[src/rtl/rosc_mon_pkg.sv]
// rosc_mon_pkg: FSM state type and default parameters shared by rosc_gate_mon and rosc_mon_ch
package rosc_mon_pkg;
  typedef enum logic [1:0] {IDLE, SETTLE, MEASURE, DONE} state_t;
  localparam int DEF_NUM_CH = 4;
  localparam int DEF_CNT_W = 16;
  localparam int DEF_WIN_W = 16;
  localparam int DEF_SETTLE_CYC = 8;
  function automatic int max_i(input int a, input int b);
    return a > b ? a : b;
  endfunction
endpackage

[src/rtl/rosc_mon_ch.sv]
// rosc_mon_ch: one oscillator channel - synchronizer, rising-edge detect, edge counter.
// ROSC_MON_SAT_EN defined: counter saturates and flags ovf; undefined: counter wraps, ovf tied low.
module rosc_mon_ch #(
  parameter int CNT_W = 16
) (
  input  logic             axi_clk,
  input  logic             reset,
  input  logic             rosc_node,
  input  logic             clr,
  input  logic             cnt_en,
  output logic [CNT_W-1:0] cnt,
  output logic             ovf
);
  // sh[0] metastability flop, sh[1] synchronized value, sh[2] history
  logic [2:0] sh;
  logic       rise;
  assign rise = sh[1] & ~sh[2];
  always_ff @(posedge axi_clk or posedge reset)
    if (reset) sh <= '0;
    else sh <= {sh[1:0], rosc_node};
`ifdef ROSC_MON_SAT_EN
  always_ff @(posedge axi_clk or posedge reset)
    if (reset) begin
      cnt <= '0;
      ovf <= 1'b0;
    end else if (clr) begin
      cnt <= '0;
      ovf <= 1'b0;
    end else if (cnt_en && rise) begin
      if (&cnt) ovf <= 1'b1;
      else cnt <= cnt + CNT_W'(1);
    end
`else
  assign ovf = 1'b0;
  always_ff @(posedge axi_clk or posedge reset)
    if (reset) cnt <= '0;
    else if (clr) cnt <= '0;
    else if (cnt_en && rise) cnt <= cnt + CNT_W'(1);
`endif
endmodule

[src/rtl/rosc_gate_mon.sv]
// rosc_gate_mon: gates ring oscillators and counts their edges over a programmable window.
// Optional macro ROSC_MON_SAT_EN selects saturating counters with overflow flags.
module rosc_gate_mon
  import rosc_mon_pkg::*;
#(
  parameter int NUM_CH     = DEF_NUM_CH,
  parameter int CNT_W      = DEF_CNT_W,
  parameter int WIN_W      = DEF_WIN_W,
  parameter int SETTLE_CYC = DEF_SETTLE_CYC
) (
  input  logic                    axi_clk,
  input  logic                    reset,
  input  logic [NUM_CH-1:0]       rosc_node,
  input  logic [NUM_CH-1:0]       ch_en_mask,
  input  logic [WIN_W-1:0]        win_len,
  input  logic                    start,
  input  logic                    abort,
  output logic                    busy,
  output logic                    done,
  output logic                    cnt_valid,
  output logic [NUM_CH*CNT_W-1:0] cnt_data,
  output logic [NUM_CH-1:0]       ovf,
  output logic [NUM_CH-1:0]       freq_out
);
  localparam int TMR_W = max_i(WIN_W, $clog2(SETTLE_CYC + 1));
  state_t             state, state_nxt;
  logic [TMR_W-1:0]   tmr, tmr_nxt;
  logic [NUM_CH-1:0]  mask_q, gate_en;
  logic [WIN_W-1:0]   win_q;
  logic               accept;
  assign accept   = state == IDLE && start && !abort && |ch_en_mask;
  assign busy     = state != IDLE;
  assign done     = state == DONE;
  assign freq_out = rosc_node & gate_en;
  // tmr counts down the remaining cycles of the current SETTLE or MEASURE phase
  always_comb begin
    state_nxt = state;
    tmr_nxt   = tmr;
    if (abort) state_nxt = IDLE;
    else
      case (state)
        IDLE: if (accept) begin
          state_nxt = SETTLE;
          tmr_nxt   = TMR_W'(SETTLE_CYC - 1);
        end
        SETTLE: if (tmr == '0) begin
          state_nxt = win_q == '0 ? DONE : MEASURE;
          tmr_nxt   = TMR_W'(win_q) - TMR_W'(1);
        end else tmr_nxt = tmr - TMR_W'(1);
        MEASURE: if (tmr == '0) state_nxt = DONE;
        else tmr_nxt = tmr - TMR_W'(1);
        default: state_nxt = IDLE;
      endcase
  end
  always_ff @(posedge axi_clk or posedge reset)
    if (reset) begin
      state     <= IDLE;
      tmr       <= '0;
      mask_q    <= '0;
      win_q     <= '0;
      gate_en   <= '0;
      cnt_valid <= 1'b0;
    end else begin
      state <= state_nxt;
      tmr   <= tmr_nxt;
      if (accept) begin
        mask_q <= ch_en_mask;
        win_q  <= win_len;
      end
      gate_en   <= abort ? '0 : accept ? ch_en_mask : state_nxt == DONE ? '0 : gate_en;
      cnt_valid <= abort || accept ? 1'b0 : state_nxt == DONE ? 1'b1 : cnt_valid;
    end
  for (genvar i = 0; i < NUM_CH; i++) begin : g_ch
    rosc_mon_ch #(.CNT_W(CNT_W)) u_ch (
      .axi_clk  (axi_clk),
      .reset    (reset),
      .rosc_node(rosc_node[i]),
      .clr      (accept),
      .cnt_en   (state == MEASURE && mask_q[i]),
      .cnt      (cnt_data[i*CNT_W +: CNT_W]),
      .ovf      (ovf[i])
    );
  end
endmodule

[config.mk]
export PLATFORM = sky130hd
export DESIGN_NAME = rosc_gate_mon
export DESIGN_NICKNAME = d
export VERILOG_FILES = /design/src/rtl/rosc_mon_pkg.sv /design/src/rtl/rosc_mon_ch.sv /design/src/rtl/rosc_gate_mon.sv
export SDC_FILE = /design/constraint.sdc
export NUM_CORES = 1
export LEC_CHECK = 0
export CORE_MARGIN = 2
export CORE_UTILIZATION = 60
export CTS_BUF_LIST = sky130_fd_sc_hd__clkbuf_2 sky130_fd_sc_hd__clkbuf_4 sky130_fd_sc_hd__clkbuf_8
export DETAILED_ROUTE_END_ITERATION = 10
export PLACE_DENSITY = 0.88
export SYNTH_ARGS = -nofsm -noshare
export SYNTH_HDL_FRONTEND = slang
export SYNTH_HIERARCHICAL = 1
export SYNTH_SLANG_ARGS = --single-unit
[constraint.sdc]
create_clock -name axi_clk -period 4.2 [get_ports axi_clk]
set_input_delay 1.26 -clock axi_clk [delete_from_list [all_inputs] [get_ports axi_clk]]
set_output_delay 1.26 -clock axi_clk [all_outputs]
set_load 0.005 [all_outputs]
* After elaboration in Yosys (flattened, before gate mapping)
Index checks and enable logic that the tools add are counted.
** Operators by class
- $add $sub $neg :: 6
- Equality and inequality tests :: 6
- Multiplexer cells :: 23
- Bitwise gates (word level) :: 10
- Reduce and logical (&&, ||, !) cells :: 26
** Operator list (count)
- 16-bit two-way mux :: 11
- 16-bit by 1-bit adder with 16-bit output (second input constant) :: 4
- 16-bit case mux with 3 select lines :: 1
- 16-bit zero test :: 2
- 16-bit by 1-bit subtractor with 16-bit output (second input constant) :: 2
- 4-bit two-way mux :: 3
- 2-bit nonzero test :: 6
- 1-bit logical AND :: 11
- 2-bit two-way mux :: 4
- 2-bit == test (second input constant) :: 3
- 2-bit case mux with 3 select lines :: 1
- 3-bit nonzero test :: 2
- 1-bit inverter :: 5
- 1-bit bitwise AND :: 4
- 4-bit bitwise AND :: 1
- 2-bit inequality test (second input constant) :: 2
- 4-bit AND reduction :: 1
- 4-bit OR reduction :: 1
- 1-bit two-way mux :: 3
- 2-bit by 1-bit == test with 1-bit output (second input constant) :: 1
- 2-bit zero test :: 1
- 1-bit zero test :: 1
- 1-bit logical OR :: 1
** Word-level totals
- Register bits :: 119
- Word-level logic and storage cells :: 85

* Logic depth before layout (Yosys ltp)
- Depth in word-level cells :: 11
- Mapped depth :: 11
- Gate-level depth less buffers :: 8

* Modules after synthesis
The synthesis kept the hierarchy.
** By module, submodules not included
- rosc_mon_ch :: times used 4, cells an instance 88, area each 923.4 um2, seq. area each 475.5 um2
- rosc_gate_mon :: times used 1, cells an instance 314, area each 2778.9 um2, seq. area each 1076.0 um2

* Worst setup path before layout
OpenSTA, ideal clock, no wires.
- Kind :: input port to flip-flop
- From :: in abort
- To :: reg g_ch[0].u_ch.cnt[0]
- Library setup time :: 0.132 ns
- Data arrival time :: 3.050 ns
- Required time :: 4.068 ns
- Slack :: 1.018 ns
- Stages :: 9
- Path through :: and3b_1 -> clkbuf_1 -> nand2_1 -> inv_2 -> clkbuf_1 -> clkbuf_1 -> clkbuf_4 -> clkbuf_1 -> nor2_1
** On the way
- Longest elaborated chain between the ends :: 4
** Ends and longest elaborated chain
- start: declaration :: RTL line rosc_gate_mon.sv:17 : input logic abort,
- 1-bit zero test (*) :: RTL line rosc_gate_mon.sv:31 : assign accept = state == IDLE && start && !abort && |ch_en_mask;
- 1-bit logical AND (*) (2 in series) :: RTL line rosc_gate_mon.sv:31
- via accept :: RTL line rosc_gate_mon.sv:30 : logic accept;
- 16-bit two-way mux / 2-bit nonzero test (equally long branches)
- end signal: assignment :: RTL line rosc_mon_ch.sv:38 : else if (cnt_en && rise) cnt <= cnt + CNT_W'(1);
- end: declaration :: RTL line rosc_mon_ch.sv:11 : output logic [CNT_W-1:0] cnt,
The timed path passes the listed nets; every way through them passes the cells marked *.
A chain may end at the register's enable or synchronous reset.

* Final worst setup path
- From :: in rosc_node[3]
- To :: out freq_out[3]
** On the way
- Longest elaborated chain between the ends :: 1
** Ends and longest elaborated chain
- start: declaration :: RTL line rosc_gate_mon.sv:13 : input logic [NUM_CH-1:0] rosc_node,
- 4-bit bitwise AND :: RTL line rosc_gate_mon.sv:34 : assign freq_out = rosc_node & gate_en;
- end: declaration :: RTL line rosc_gate_mon.sv:23 : output logic [NUM_CH-1:0] freq_out
Every way passes these cells.

==> impl_metrics.csv <==
group,metric,value,unit
clocking,htreeDepth,4,
setup_path,worstPathCellList,"clkdlybuf4s50_1 -> and2_1 -> clkdlybuf4s50_1",
finish,area_growth,23.7,%
floorplanning,die_h,108,µm
floorplanning,ios,103,
worst_hold_path,hold_class,"reg -> reg",
timing,slew_violations,0,
pwr,p_comb_share,9.6,%
pwr,internal_power,2.22,mW
floorplanning,coreArea,10400,µm²
setup_path,crit_fanout,2,
clocking,clk_latency,0.44,ns
global_route,grtUsageTotal,29.3,%
route,first_iter_violations,523,
finish,drive_gt1_share,9.82,%
setup_path,crit_start,"rosc_node[3]",
placed_design,routabilityCongestion,0.982,
global_route,grt-ovfl-total,0,
setup_path,slowest_delay,0.49,ns
logic_synthesis,yosys_warnings,6,
timing,finalWorstSetupSlack,0.561,ns
logic_synthesis,synth_top_area_share,46.0,%
route,wl,16100,µm
route,dr.pass1.iters,5,
pwr,p_seq_share,42.8,%
floorplanning,initial_core_util,62.1,%
route,vias_per_cell,6.18,
timing,finalCriticalPeriod,3.64,ns
timing,fmax,275,MHz
logic_synthesis,synth.yosys.seq_area_share,46.0,%
global_route,grt_start_max_net_pins,65,
clocking,clk_pin_slew,0.08,ns
setup_path,crit_arrival,2.38,ns
logic_synthesis,syn_nets,705,
setup_path,worstSetupStartpointType,"input port",
route,drc,0,
global_route,antenna_found_initial,0,
timing,min_period_over_period,86.7,%
worst_hold_path,min_from,"g_ch[3].u_ch/sh[0]$_DFF_PP0_",
finish,fillCellCount,665,
pwr,switching_share,23.8,%
placed_design,io_buffer_count,98,
logic_synthesis,synth_edf_count,0,
logic_synthesis,synth-async-reset-ratio,100,%
pwr,clockPowerShare,47.6,%
timing,slew_headroom,35.7,%
clocking,clkSinkCount,119,
logic_synthesis,yosysUniqueCellTypes,66,
logic_synthesis,synth_common_cells,"119 x dfrtp_1, 72 x nand2_1, 63 x nor2_1",
pwr,powerDensity,365,nW/µm²
pwr,vdd_drop_max,0.365,mV
logic_synthesis,ys_ff_latch,119,
logic_synthesis,synthFlopType,"dfrtp_1",
logic_synthesis,synth.avg_cell_area,9.72,µm²
clocking,cts_buffers,17,
job,cap_violations,0,
logic_synthesis,syn_area,6470,µm²
setup_path,rr_startpoint,"state[1]$_DFF_PP0_",
setup_path,critPathKind,"in -> out",
finish,nets,790,
global_route,grt_pass1_wl,26400,µm
timing,tightest_slew,0.958,ns
global_route,grt_pass1_vias,5388,
logic_synthesis,yosysMostFrequentCell,"dfrtp_1",
setup_path,cp_data_required_time,2.94,ns
timing,clock_skew,0.0119,ns
pwr,power,2.92,mW
timing,setup_viol_count_final,0,
clocking,cts_tree,"yes",
floorplanning,dieArea,11600,µm²
clocking,post_cts_buffers,0,
timing,rsz0062_at_grt,"false",
route,wl_per_cell,17.9,µm
route,vias,5566,
logic_synthesis,ys_top_cells_by_area,"dfrtp_1 46%, xor2_1 4.7%, nand2_1 4.2%",
outcome,status,"finished, final reports clean",
setup_path,slowest_stage,"clkdlybuf4s50_1",
placed_design,place_ws,0.562,ns
floorplanning,num_rows,37,
route,detail-route-antenna-nets,0,
floorplanning,dieWidth,108,µm
pwr,power_switching,0.694,mW
timing,hold_violations,0,
logic_synthesis,yosys.area.top_type,"dfrtp_1",
placed_design,dp_hpwl,11300,µm
clocking,ctsHoldBuffers,0,
logic_synthesis,syn_inst,666,
clocking,clockBufferDepth,2,
timing,holdWs,0.361,ns
setup_path,crit_top_cell,"clkdlybuf4s50_1",
finish,diodes,0,
setup_path,end_kind,"output pin",
timing,setup_tns,0,ns
clocking,root_buffer,"clkbuf_8",
pwr,leakage,3.56,nW
clocking,ctsResizeCount,0,
## routing by layer
layer  part of all wire, %  global-route usage [%]  vias up
li1                      -                       -     2565
met1                    42                    37.4     2757
met2                    50                    48.9      204
met3                   5.2                    5.93       40
met4                   2.8                    11.9        0
met5                     0                       0        -
## power groups by stage
stage	registers, mW	logic (mW)	clock network, mW
4_1_cts	1.25	0.280	1.41
6_report	1.25	0.281	1.39
5_1_grt	1.25	0.311	1.46
2_1_floorplan	1.25	0.197	0
3_5_place_dp	1.27	0.277	0
3_3_place_gp	1.27	0.271	0
## flip-flops by register name, summed over array words and instances, names as in the netlist
signal / cells
gate_en: 4
tmr: 16
g_ch.u_ch/sh: 12
win_q: 16
state: 2
cnt_valid: 1
g_ch.u_ch/cnt: 64
mask_q: 4
## placed cells by master (no fill, tap or decap), drive strengths merged, types with 5 or more instances in the layout
| master | Yosys | final |
|---|---|---|
| dfrtp | 119 | 119 |
| clkdlybuf4s50 | 0 | 98 |
| nand2 | 72 | 72 |
| nor2 | 63 | 63 |
| xor2 | 35 | 35 |
| o21ai | 34 | 34 |
| nand4 | 31 | 31 |
| nand3 | 26 | 26 |
| or3 | 26 | 26 |
| a21oi | 22 | 22 |
| xnor2 | 22 | 22 |
| inv | 21 | 21 |
| clkbuf | 22 | 20 |
| nor4 | 19 | 19 |
| a22o | 14 | 14 |
| nor3 | 14 | 14 |
| ha | 11 | 11 |
| and4 | 9 | 9 |
| and3 | 9 | 9 |
| and2 | 8 | 8 |
| bufinv | 0 | 8 |
| or4 | 8 | 8 |
| nand3b | 6 | 6 |
| mux2i | 5 | 5 |
## layout make-up
type                            count  area [µm²]  share of cell area, %
Clock inverter                     12         272                   3.39
Multi-Input combinational cell    490        3220                   40.2
Tap cell                          136         170                   2.13
Timing Repair Buffer              102        1020                   12.8
Inverter                           21        78.8                  0.985
Sequential cell                   119        2980                   37.2
Clock buffer                       20         263                   3.28
## path summary, 6_finish.rpt
check	slack, ns	depth (start not counted)	end
setup / recovery	0.56	3	freq_out[3]
hold / removal	0.36	0	g_ch[3].u_ch/sh[1]$_DFF_PP0_
setup reg to reg	1.44	7	tmr[11]$_DFFE_PP0P_
hold reg to reg	0.36	0	g_ch[3].u_ch/sh[1]$_DFF_PP0_
max in group asynchronous	2.06	3	win_q[4]$_DFFE_PP0P_
min in group asynchronous	1.45	2	g_ch[0].u_ch/sh[1]$_DFF_PP0_
## stage by stage
step	std cells	utilization, %	cell area (µm²)
after floorplan	666	-	6470
after global placement	868	71.7	7470
after detailed placement	868	71.7	7470
after CTS	900	76.9	8010
after global routing	900	76.9	8010
final	900	76.9	8010
## cells by family after synthesis
kind of cell,after synthesis,synth area share (%)
muxes,5,0.773
and+or+nand+nor,309,28.2
buffers and inverters,57,4.21
xor gates and xnor gates,57,7.71
DFF,119,46.0
AOI/OAI and AO/OA,104,10.7
adders and majority gates,11,2.13
other,4,0.232
## worst max-delay path, delay by kind of cell
family	cells	cell delay (ns)
simple gates	1	0.13
buf+inv	2	0.98
No activity file was read; power rests on OpenSTA's default activity.
